### src/rtl/ldpc_pkg.sv
// Shared types and sizes for the min-sum decoder back end.
package ldpc_pkg;

  localparam int N_V   = 44;
  localparam int N_C   = 12;
  localparam int N_FP  = 8;
  localparam int ROW_W = $clog2(N_C);
  localparam int CNT_W = $clog2(N_C + 1);

  typedef logic signed [N_FP-1:0] llr_t;

  typedef enum logic [1:0] {
    IDLE  = 2'd0,
    CHECK = 2'd1,
    DONE  = 2'd2
  } hd_state_t;

  // Zero slices to 0; every negative value, including the most negative, slices to 1.
  function automatic logic hard_bit(input llr_t llr);
    return (llr < llr_t'(0));
  endfunction

endpackage

### src/rtl/hard_decision_syndrome_parity_row.sv
// Parity of one parity-check row against the current hard-decision word.
module parity_row #(
  parameter int W = 44
) (
  input  logic [W-1:0] bits,
  input  logic [W-1:0] h_row,
  output logic         parity
);

  assign parity = ^(bits & h_row);

endmodule

### src/rtl/hard_decision_syndrome.sv
// Hard-decision slicer and row-serial syndrome check over valid/ready.
// Define DECODE_STATS_EN to add the out_unsat unsatisfied-check counter.
module hard_decision_syndrome
  import ldpc_pkg::*;
(
  input  logic                clk,
  input  logic                rst,
  input  logic [N_C*N_V-1:0]  h_matrix,
  input  logic [N_V*N_FP-1:0] in_llr,
  input  logic                in_valid,
  output logic                in_ready,
  output logic [N_V-1:0]      out_bits,
  output logic [N_C-1:0]      out_synd,
  output logic                out_ok,
  output logic                out_valid,
  input  logic                out_ready
`ifdef DECODE_STATS_EN
  ,
  output logic [CNT_W-1:0]    out_unsat
`endif
);

  hd_state_t        state_q;
  logic [ROW_W-1:0] row_q;
  logic [N_V-1:0]   bits_q;
  logic [N_C-1:0]   synd_q;
  logic [N_C-1:0]   synd_d;
  logic [N_V-1:0]   slice_s;
  logic [N_V-1:0]   h_row_s;
  logic             parity_s;
  logic             in_ready_q;
  logic             out_valid_q;
  logic             out_ok_q;
`ifdef DECODE_STATS_EN
  logic [CNT_W-1:0] unsat_q;
`endif

  // Sign slice of the incoming frame and selection of the row under test.
  always_comb begin
    slice_s = '0;
    for (int v = 0; v < N_V; v++) begin
      slice_s[v] = hard_bit(llr_t'(in_llr[v*N_FP +: N_FP]));
    end
    h_row_s = h_matrix[int'(row_q)*N_V +: N_V];
    synd_d = synd_q;
    synd_d[row_q] = parity_s;
  end

  parity_row #(.W(N_V)) u_parity_row (
    .bits   (bits_q),
    .h_row  (h_row_s),
    .parity (parity_s)
  );

  // Frame FSM with all outputs registered.
  always_ff @(posedge clk) begin
    if (rst) begin
      state_q     <= IDLE;
      row_q       <= '0;
      bits_q      <= '0;
      synd_q      <= '0;
      in_ready_q  <= 1'b1;
      out_valid_q <= 1'b0;
      out_ok_q    <= 1'b0;
`ifdef DECODE_STATS_EN
      unsat_q     <= '0;
`endif
    end else begin
      case (state_q)
        IDLE: begin
          if (in_valid) begin
            bits_q     <= slice_s;
            synd_q     <= '0;
            row_q      <= '0;
            in_ready_q <= 1'b0;
`ifdef DECODE_STATS_EN
            unsat_q    <= '0;
`endif
            state_q    <= CHECK;
          end
        end
        CHECK: begin
          synd_q <= synd_d;
`ifdef DECODE_STATS_EN
          unsat_q <= unsat_q + CNT_W'(parity_s);
`endif
          if (row_q == ROW_W'(N_C - 1)) begin
            out_valid_q <= 1'b1;
            out_ok_q    <= ~|synd_d;
            state_q     <= DONE;
          end else begin
            row_q <= row_q + ROW_W'(1);
          end
        end
        DONE: begin
          if (out_ready) begin
            out_valid_q <= 1'b0;
            in_ready_q  <= 1'b1;
            state_q     <= IDLE;
          end
        end
        default: begin
          out_valid_q <= 1'b0;
          in_ready_q  <= 1'b1;
          state_q     <= IDLE;
        end
      endcase
    end
  end

  assign in_ready  = in_ready_q;
  assign out_bits  = bits_q;
  assign out_synd  = synd_q;
  assign out_ok    = out_ok_q;
  assign out_valid = out_valid_q;
`ifdef DECODE_STATS_EN
  assign out_unsat = unsat_q;
`endif

endmodule

### config.mk
export PLATFORM = sky130hd
export DESIGN_NAME = hard_decision_syndrome
export DESIGN_NICKNAME = d
export VERILOG_FILES = /design/src/rtl/ldpc_pkg.sv /design/src/rtl/hard_decision_syndrome_parity_row.sv /design/src/rtl/hard_decision_syndrome.sv
export SDC_FILE = /design/constraint.sdc
export NUM_CORES = 1
export LEC_CHECK = 0
export CELL_PAD_IN_SITES_DETAIL_PLACEMENT = 0
export CELL_PAD_IN_SITES_GLOBAL_PLACEMENT = 2
export CORE_AREA = 2 2 362 364
export DETAILED_ROUTE_END_ITERATION = 10
export DIE_AREA = 0 0 364 366
export DONT_BUFFER_PORTS = 1
export PLACE_DENSITY_LB_ADDON = 0.1
export RECOVER_POWER = 25
export REMOVE_ABC_BUFFERS = 1
export SYNTH_ARGS = -nofsm -noshare
export SYNTH_HDL_FRONTEND = slang
export SYNTH_SLANG_ARGS = --single-unit
### constraint.sdc
create_clock -name clk -period 8.2 [get_ports clk]
set_input_delay 0.82 -clock clk [delete_from_list [all_inputs] [get_ports clk]]
set_output_delay 0.82 -clock clk [all_outputs]
set_load 0.02 [all_outputs]
==> metrics.md <==
| Metric | Value |
|---|---|
| Die Y | `366 um` |
| Mapped Cells | `783` |
| Post-DP HPWL | `between 40000 and 50000 um` |
| Root Driver | `clkbuf_16` |
| Placed cell count | `between 2k and 2.5k` |
| Setup ws final | `2.888 ns` |
| Min cycle time layout | `around 5.3 ns` |
| Num CTS Buffers | `9` |
| Flops & latches, synth | `65` |
| Unrepaired setup endpoints after global routing | `no` |
| Final std cells w/o fill | `around 2.5k` |
| Clock share of power | `0.358` |
| Setup crit start kind | `flop` |
| Worst setup endpoint | `out_synd[11]` |
| Logic gate share of total power | `0.315` |
| Critical Path Start | `row_q[0]` |
| Clock tree buffer depth | `2` |
| Crit path DAT | `about 5.6 ns` |
| Port Buffers | `0` |
| Syn. warnings | `0` |
| DR pass1 iterations | `4` |
| Top-area cell type share of the netlist area | `0.3050` |
| Initial antenna violation count | `18` |
| Synth cell count leaders | `159 x nand2_1, 106 x mux4_2, 70 x a21oi_1, 65 x dfxtp_1, 47 x mux2i_1` |
| Post-CTS Resized | `0` |
| Reg2Reg Depth | `11` |
| Max IR drop VDD | `0.00007077 V` |
| Most frequent cell after synthesis | `nand2_1` |
| Insertion delay of the later-clocked pin in the worst-skew pair | `0.39 ns` |
| Lkg Pwr | `2.557 nW` |
| Ys flop type | `dfxtp_1` |
| First-iteration detailed-routing DRC count | `300` |
| # rows | `approximately 130` |
| Int Pwr | `0.7374 mW` |
| Synth top area cells | `mux4_2 30%, dfxtp_1 17%, nand2_1 7.6%, mux2i_1 6.0%, a21oi_1 4.5%` |
| Mapped Area | `roughly 7800 um2` |
| Unique masters post-synth | `65` |
| ANT nets after route | `0` |
| Max_cap viols | `0` |
| Die area | `approximately 130000 um2` |
| Area of the core | `between 100000 and 150000 um2` |
| Status | `finished clean` |
| Crit path kind | `flop to flop` |
| Worst slew pin tran | `1.080 ns` |
| Htree depth | `3` |
| Vias in the first global route | `7651` |
| Final setup vio count | `0` |
| Share of the yosys chip area belonging to registers | `0.1662` |
| Share of layout cells above drive strength 1 | `0.2460` |
| Ys async rst share | `0` |
| # IOs | `approximately 940` |
| GPL Wtd Cong | `0.7148` |
| Largest net degree at the start of global routing | `68` |
| Chip width | `364 um` |
| Switching share of power | `0.3918` |
| Worst-path clk slew | `approximately 0.070 ns` |
| Post-CTS Setup Inserts | `0` |
| Global Route Usage Sum | `0.08276` |
| Post-place setup slack | `2.437 ns` |
| Tcrit/Tclk final | `0.6478` |
| WP data required | `8.49 ns` |
| Post-Route WL | `56920 um` |
| Worst Hold Slack | `~0.52 ns` |
| Total gr overflow | `0` |
| Switch Pwr | `about 0.48 mW` |
| Max-slew headroom | `0.2797` |
| Via-per-instance ratio | `roughly 2.6` |
| Sequential power share | `0.327` |
| Vias | `6532` |
| Pins Over Slew Limit | `0` |
| Area grow syn2layout | `26.26%` |
| Mapped Avg Cell Area | `9.997 um2` |
| CTS tree | `done` |
| Post-Layout Inst Area | `9883 um2` |
| CP endpoint kind | `flop` |
| RR Startpoint | `row_q[0]` |
| DR WL/cell | `22.86 um` |
| Power Density | `122.7 nW/um2` |
| Fin. Hold Viols | `0` |
| Largest area contributor in the netlist | `mux4_2` |
| Fillers | `between 15k and 20k` |
| Cell Area, Placed | `9598 um2` |
| Sink Count | `65` |
| Fmax achieved | `188.3 MHz` |
| Number of enable flip-flop cells after synthesis | `0` |
| Clock skew | `about 0.011 ns` |
| Number of remaining DRC errors | `0` |
| Type of the tightest min-delay check | `input port to flop` |
| Worst hold path depth | `1` |
| R2r endpoint | `out_synd[11]` |
| Maximum fanout along the worst path | `50` |
| Nets | `1627` |
| R2R Setup Slk | `2.89 ns` |
| CTS Hold Bufs | `0` |
| First-pass GRT wire length | `72730 um` |
| Total power | `1.212 mW` |
| Initial core utilization | `0.06068` |
-- power by group through the flow --
| stage | registers (mW) | logic (mW) | clock network (mW) |
|---|---|---|---|
| global route | 0.406 | 0.424 | 0.485 |
| CTS | 0.404 | 0.409 | 0.481 |
| global placement | 0.411 | 0.411 | 0 |
| floorplan | 0.395 | 0.286 | 0 |
| detailed placement | 0.411 | 0.408 | 0 |
| finish | 0.396 | 0.382 | 0.435 |
-- through the flow --
stage / setup TNS [ns] / util
after floorplan: -12.56 / -
after global placement: 0 / 0.07441
after detailed placement: 0 / 0.07441
after CTS: 0 / 0.07654
after global routing: 0 / 0.07654
final: 0 / 0.07662
-- sequential cells by signal, indices dropped and copies added (netlist names) --
signal	count
in_ready	1
out_ok	1
out_synd	12
row_q	4
state_q	2
out_valid	1
out_bits	44
-- critical path: stages, from the launching register on --
cell and delay, ns:
dfxtp_4 1.04, buf_4 0.79, mux2i_1 0.19, a22oi_1 0.52, a41oi_1 0.22, xnor2_1 0.19, xnor2_1 0.26, xnor2_1 0.23
xnor3_1 0.42, xnor3_1 0.53, nand3b_2 0.42, o32ai_1 0.25
-- logic make-up (layout without fill, tap and decap cells) --
| group | Yosys count | count (layout) | share of synthesized area |
|---|---|---|---|
| buffers and inverters | 101 | 62 | 0.09111 |
| AO/OA/AOI/OAI | 183 | 183 | 0.1670 |
| other | 0 | 4 | 0 |
| multiplexers | 167 | 167 | 0.3929 |
| AND/OR/NAND/NOR | 228 | 228 | 0.1239 |
| flip-flops | 65 | 65 | 0.1662 |
| XOR/XNOR | 35 | 35 | 0.05243 |
| adder cells (fa/ha/maj) | 4 | 4 | 0.006394 |
-- layer usage --
metal,track usage,up-vias,part of all wire
met5,0,-,0.0012
met4,0.01708,12,0.012
met3,0.03537,41,0.10
met2,0.1502,415,0.51
met1,0.08815,3140,0.38
li1,-,2924,-
-- how the worst min path moves through the flow --
stage	endpoint	startpoint	slack, ns
floorplan	state_q[1]	state_q[1]	0.49
CTS	row_q[1]	rst	0.47
finish	out_valid	rst	0.52
global placement	state_q[1]	state_q[1]	0.58
global route	row_q[1]	rst	0.48
detailed placement	out_bits[7]	out_bits[7]	0.59
-- cell type report --
cell class                      count  area (um2)  share of cell area
Clock inverter                      4       28.78            0.002912
Timing Repair Buffer               19       167.7             0.01696
Clock buffer                       12       246.5             0.02494
Multi-Input combinational cell    617        5836              0.5905
Sequential cell                    65        1314              0.1329
Tap cell                         1742        2180              0.2205
Inverter                           27       101.3             0.01025
Antenna cell                        4       10.01            0.001013
-- cell usage in the layout, fill, tap and decap left out, types with 7 or more instances in the layout --
cell,synthesis,layout
nor2_1,18,16
mux2_2,7,7
a21oi_1,70,70
o21ai_1,10,10
a22oi_1,24,24
xnor2_1,20,20
o32ai_2,10,10
a21boi_1,11,11
clkbuf_16,0,9
nand2_1,159,159
a31oi_1,7,7
xor2_1,7,7
mux2i_1,47,47
dfxtp_1,65,61
xnor3_1,7,7
inv_1,25,25
o21ai_0,10,10
mux4_2,106,106
nand3_1,20,20
buf_4,3,17
Power figures use the tool's default switching activity.
